==> src/rtl/bpf_cycle_seq.sv <==
// BPF instruction-cycle sequencer: FETCH/DECODE/EXEC/WB phase strobes,
// run/halt/step control, fetch-wait timeout and retired-instruction count.
module bpf_cycle_seq #(
  parameter int ICNT_W   = 32,
  parameter int WAIT_MAX = 15
) (
  input  logic              clk,
  input  logic              rst,
  input  logic              start,
  input  logic              halt_req,
  input  logic              step_mode,
  input  logic              step_go,
  input  logic              mem_ack,
  input  logic              exec_busy,
  input  logic              exit_insn,
  output logic              mem_req,
  output logic              ph_fetch,
  output logic              ph_decode,
  output logic              ph_exec,
  output logic              ph_wb,
  output logic              running,
  output logic              halted,
  output logic              timeout_err,
  output logic [ICNT_W-1:0] insn_cnt
);

  typedef enum logic [2:0] {
    S_IDLE,
    S_FETCH,
    S_DECODE,
    S_EXEC,
    S_WB,
    S_PAUSE,
    S_HALT,
    S_ERR
  } state_t;

  localparam logic [7:0] WLIM = 8'(WAIT_MAX);

  state_t            state;
  state_t            state_nx;
  logic [7:0]        wcnt;
  logic [7:0]        wcnt_nx;
  logic              hlatch;
  logic              hlatch_nx;
  logic [ICNT_W-1:0] cnt_nx;
  logic              run_st;

  assign run_st = (state == S_FETCH) || (state == S_DECODE) ||
                  (state == S_EXEC)  || (state == S_WB) ||
                  (state == S_PAUSE);

  always_ff @(posedge clk or negedge rst) begin
    if (!rst) begin
      state    <= S_IDLE;
      wcnt     <= '0;
      hlatch   <= 1'b0;
      insn_cnt <= '0;
    end else begin
      state    <= state_nx;
      wcnt     <= wcnt_nx;
      hlatch   <= hlatch_nx;
      insn_cnt <= cnt_nx;
    end
  end

  always_comb begin
    state_nx  = state;
    wcnt_nx   = '0;
    hlatch_nx = hlatch;
    cnt_nx    = insn_cnt;
    unique case (state)
      S_IDLE, S_HALT, S_ERR: begin
        if (start) begin
          state_nx = S_FETCH;
          cnt_nx   = '0;
        end
      end
      S_FETCH: begin
        if (mem_ack) begin
          state_nx = S_DECODE;
        end else begin
          wcnt_nx = wcnt + 8'd1;
          if (wcnt_nx == WLIM) state_nx = S_ERR;
        end
      end
      S_DECODE: state_nx = S_EXEC;
      S_EXEC: begin
        if (!exec_busy) state_nx = S_WB;
      end
      S_WB: begin
        cnt_nx = insn_cnt + 1'b1;
        if (exit_insn || hlatch || halt_req) state_nx = S_HALT;
        else if (step_mode)                  state_nx = S_PAUSE;
        else                                 state_nx = S_FETCH;
      end
      S_PAUSE: begin
        if (halt_req)                   state_nx = S_HALT;
        else if (step_go || !step_mode) state_nx = S_FETCH;
      end
    endcase
    if (run_st && halt_req) hlatch_nx = 1'b1;
    // the pending stop is consumed by whichever path enters HALT
    if (state_nx == S_HALT) hlatch_nx = 1'b0;
  end

  assign mem_req     = (state == S_FETCH);
  assign ph_fetch    = (state == S_FETCH);
  assign ph_decode   = (state == S_DECODE);
  assign ph_exec     = (state == S_EXEC);
  assign ph_wb       = (state == S_WB);
  assign running     = run_st;
  assign halted      = (state == S_HALT);
  assign timeout_err = (state == S_ERR);

endmodule

==> config.mk <==
export PLATFORM = sky130hd
export DESIGN_NAME = bpf_cycle_seq
export DESIGN_NICKNAME = d
export VERILOG_FILES = /design/src/rtl/bpf_cycle_seq.sv
export SDC_FILE = /design/constraint.sdc
export NUM_CORES = 1
export LEC_CHECK = 0
export ABC_AREA = 1
export ABC_CLOCK_PERIOD_IN_PS = 2200
export CORE_MARGIN = 2
export CORE_UTILIZATION = 40
export DETAILED_ROUTE_END_ITERATION = 10
export PLACE_DENSITY = 0.7
export RECOVER_POWER = 25
export SLEW_MARGIN = 20
export SYNTH_ARGS = -nofsm -noshare
export SYNTH_HDL_FRONTEND = slang
export SYNTH_SLANG_ARGS = --single-unit
==> constraint.sdc <==
create_clock -name clk -period 2.2 [get_ports clk]
set_clock_uncertainty 0.1 [all_clocks]
set_input_delay 0.33 -clock clk [delete_from_list [all_inputs] [get_ports clk]]
set_output_delay 0.33 -clock clk [all_outputs]
set_load 0.01 [all_outputs]
# Word level (Yosys, flattened, before mapping)
# Index checks and enable logic that the tools add are counted.
# op_classes
add_sub_neg,2
n_eq_ne,10
mux,15
n_reduce_logical,14
# ops
op,n
$pmux W32 S2,1
$add A32 B1 Y32 const B,1
$mux W32,1
$mux W3,8
$pmux W3 S6,1
$mux W8,2
$eq A3 B3 Y1 const B,5
$add A8 B1 Y8 const B,1
$eq A8 B4 Y1 const B,1
$logic_or A1 B1 Y1,7
$eq A3 B2 Y1 const B,2
$reduce_bool A2 Y1,2
$eq A3 B1 Y1 const B,1
$logic_not A3 Y1,1
$reduce_or A3 Y1,1
$mux W1,2
$ne A2 B2 Y1 const B,1
$reduce_and A2 Y1,1
$logic_and A1 B1 Y1,1
$logic_not A1 Y1,1
# word_totals
register_bits,44
inputBits,9
out_inout_bits,40
elab_cells,45

# Logic depth before layout (Yosys ltp)
# logic_depth
depth_word,8
ltp_mapped,11
mapped_depth_nobuf,11

# Worst setup path after synthesis
# OpenSTA, ideal clock, no wires.
# synth_path
kind,reg2reg
startpoint,register insn_cnt[0]
endpoint,register insn_cnt[30]
setup_ns,0.119
arrival_time_ns,1.593
required_ns,1.981
slack_ns,0.388
stages_incl_launch_ff,12
path_buffers,0
synth_period_minus_slack_ns,1.812
path_cell_list,dfrtp_1 > ha_1 > nand3_2 > nor2_2 > nand2_2 > nor2_8 > nand3_4 > nor2_4 > nand2_2 > nor2_1 > nand3_1 > o21a_1
# synth_between
elab_chain_cells,2
# synth_lines
item,line,rtl
start: declaration,24,output logic [ICNT_W-1:0] insn_cnt
start signal: assignment,63,insn_cnt <= cnt_nx;
$add A32 B1 Y32,92,cnt_nx = insn_cnt + 1'b1;
$pmux W32 S2,72,unique case (state)
# No other way between the ends.
# A chain may end at the register's enable or synchronous reset.

# Worst setup path in the final report
# layout_path
startpoint,register state[0]
endpoint,output port ph_fetch
# layout_between
elab_chain_cells,1
# layout_lines
item,line,rtl
start: declaration,40,state_t state;
start signal: assignment,60,state <= state_nx;
$eq A3 B1 Y1,108,assign ph_fetch = (state == S_FETCH);
end: declaration,17,"output logic ph_fetch,"
# No other way between the ends.

==> results.ini <==
[run_status]
status=completed

[detailed_routing]
final_antenna_net_count=0
avgRoutedWirePerCell_microns=13.64
viasPerCell=5.124
wl_mm=6.682
vias=2511
drc=0
dr.pass1.iters=4
first_iter_violations=115

[critical_path]
critPathMaxFanout=7
cp_data_required_time_ns=1.77
startpoint_type=flip-flop
critPathTopFamily=buffers and inverters
critical-path-max-stage-delay_ns=0.59
crit_chain=inv_1 -> nor3_2 -> clkdlybuf4s50_1
crit_arrival_ns=1.67
cp-end-kind=output port
slowest_stage=clkdlybuf4s50_1
criticalPathCategory=reg2out
cp.buffers_inverters=2

[layout]
finalCoreUtilization_pct=50.88
antennaDiodeCount=0
fin_nets=421
nFillCells=648
area_growth_pct=24.69
drive_gt1_share_pct=10.98
final_area_sq_mm=0.003418
sequential_cell_area_sq_mm=0.001102
layout_common_cells=nand2_1, inv_1, clkdlybuf4s50_1
multiInputGateArea_sq_mm=0.001379
final_common_cell=nand2_1
post_layout_nonfiller_instances=490

[logic_synthesis]
synth_top_area_share_pct=40.16
synth.area.top_cells=dfrtp_1, nand2_1, inv_1
syn-cell-area_sq_mm=0.002741
syn-num-nets=367
synth_area_leader_cell=dfrtp_1
ys_ff_latch=44
yosysSeqAreaShare_pct=40.16
ys_types=39
avgSynthCellArea_sq_um=7.722
synth_warnings=0
syn_inst=355

[job]
maxCapViolCount=0

[sta]
finalCritPeriodShare_pct=95.67
rsz0062_at_grt=yes
max_freq_mhz=475.1
relSlewSlack_pct=27.24
fin_setup_tns_ns=0
final.min_clock_period_ns=2.105
hold_violations=0
tightest_slew_ns=1.091
maxSlewViolCount=0
finalSetupViolCount=0

[grt]
grt-ovfl-total=0
grt_pass1_wl_mm=11.44
grtUsageTotal_pct=18.85
grt_max_degree=25
grt_pass1_vias=2482
antenna_found_initial=0

[place]
post_dp_cell_area_sq_mm=0.003301
dp_hpwl_mm=5.113
placed_cells=479
place.port_buffers=48
place_congestion=0.9093

[clock_tree]
cts_buffer_depth=2
cts_tree=yes
cts_sinks=44
clk_pin_slew_ns=0.08
cts_root_buffer=clkbuf_8
cts_inserted_buffers=5
clk_latency_ns=0.29
htreeDepth=2

[floorplanning]
die_height_microns=86.79
dieArea_sq_mm=0.007532
std_cell_rows=30
coreArea_sq_mm=0.006719
die_w_microns=86.79
initial_core_util_pct=40.80
ioPinCount=49

[power]
p_leak_nw=1.444
p_per_area_mw_per_mm2=669.9
vdd_drop_max_mv=0.5260

[min_path]
hold_path.class=reg2reg

per-layer routing:
| layer | share of wire [%] | vias to the layer above | GRT usage [%] | routed length, microns |
|---|---|---|---|---|
| met5 | 0 | - | 0 | 0 |
| met4 | 0.66 | 0 | 4.688 | 44 |
| met3 | 4.3 | 5 | 3.238 | 288 |
| met2 | 49 | 56 | 31.37 | 3247 |
| met1 | 46 | 1173 | 25.50 | 3101 |
| li1 | - | 1277 | - | - |
registers in the layout (all words and copies together), names as in the netlist:
register and flops:
insn_cnt 32, wcnt 8, state 3, hlatch 1
synth_stat cells:
library cell / instances
nor2_4: 3
a22o_1: 1
xnor2_1: 1
a21oi_1: 17
nand3_1: 27
nor3_2: 5
or2_2: 2
inv_2: 5
nand2_1: 62
o21ai_0: 14
a21o_1: 1
o21a_1: 1
o21ai_2: 1
a21oi_2: 1
nand3_4: 1
o21ai_1: 3
o211ai_1: 1
o21bai_1: 1
nand3_2: 3
nand4_1: 17
ha_1: 3
nor2_2: 4
buf_4: 3
nor3b_2: 1
o31ai_1: 1
nor2_1: 31
xor2_1: 11
nor2_8: 2
buf_6: 1
dfrtp_1: 44
buf_2: 2
or2_0: 1
nor4_1: 2
inv_1: 53
nor3b_1: 1
mux2_2: 1
nor3_1: 13
nand2_2: 5
o22ai_1: 9
worst paths after layout:
| check | end | cells after the start | from | slack (ns) |
|---|---|---|---|---|
| max in group asynchronous | insn_cnt[20] | 3 | rst | 0.30 |
| worst max-delay path | ph_fetch | 3 | state[0] | 0.1 |
| min in group asynchronous | wcnt[4] | 2 | rst | 0.65 |
| worst max register to register | hlatch | 11 | state[1] | 0.26 |
| worst min-delay path | wcnt[0] | 1 | wcnt[0] | 0.40 |
| worst min register to register | wcnt[0] | 1 | wcnt[0] | 0.40 |
metrics by stage:
stage	setup slack, ns	hold slack, ns	power (W)
2_1_floorplan	0.3880	-0.06559	0.001482
3_3_place_gp	0.2207	0.2231	0.001738
3_5_place_dp	0.2263	0.2222	0.001754
4_1_cts	0.01019	0.3951	0.002281
5_1_grt	-0.01678	0.4217	0.002434
6_report	0.09526	0.3958	0.002290
timing repair:
item                                    4_1_cts  5_1_grt
hold buffers                                  1        0
hold endpoints to repair                     20        0
pin swaps                                     0        1
endpoints found under the setup margin        2        4
cloned                                        0        0
setup buffers                                 0        2
resized for setup                             1        1
area by class of cell:
class	count	area share, %
multi-input combinational	247	40.34
inverter	58	6.369
timing repair buffer	53	15.48
sequential	44	32.25
clock buffer	8	2.635
tap	80	2.928
power by group:
group	internal, W	leakage [nW]	switching, W	total [W]
combinational	0.000320	0.796	0.000481	0.000800
clock	0.000257	0.0455	0.000267	0.000524
sequential	0.000871	0.603	0.0000949	0.000966
kinds of logic after synthesis:
kind of cell	synth area share (%)
and+or+nand+nor	34.09
buffers and inverters	9.539
AOI/OAI and AO/OA	10.59
DFF	40.16
xor gates and xnor gates	3.834
adders and majority gates	1.369
muxes	0.4107
Note: power is estimated with default switching activity, not from simulation.
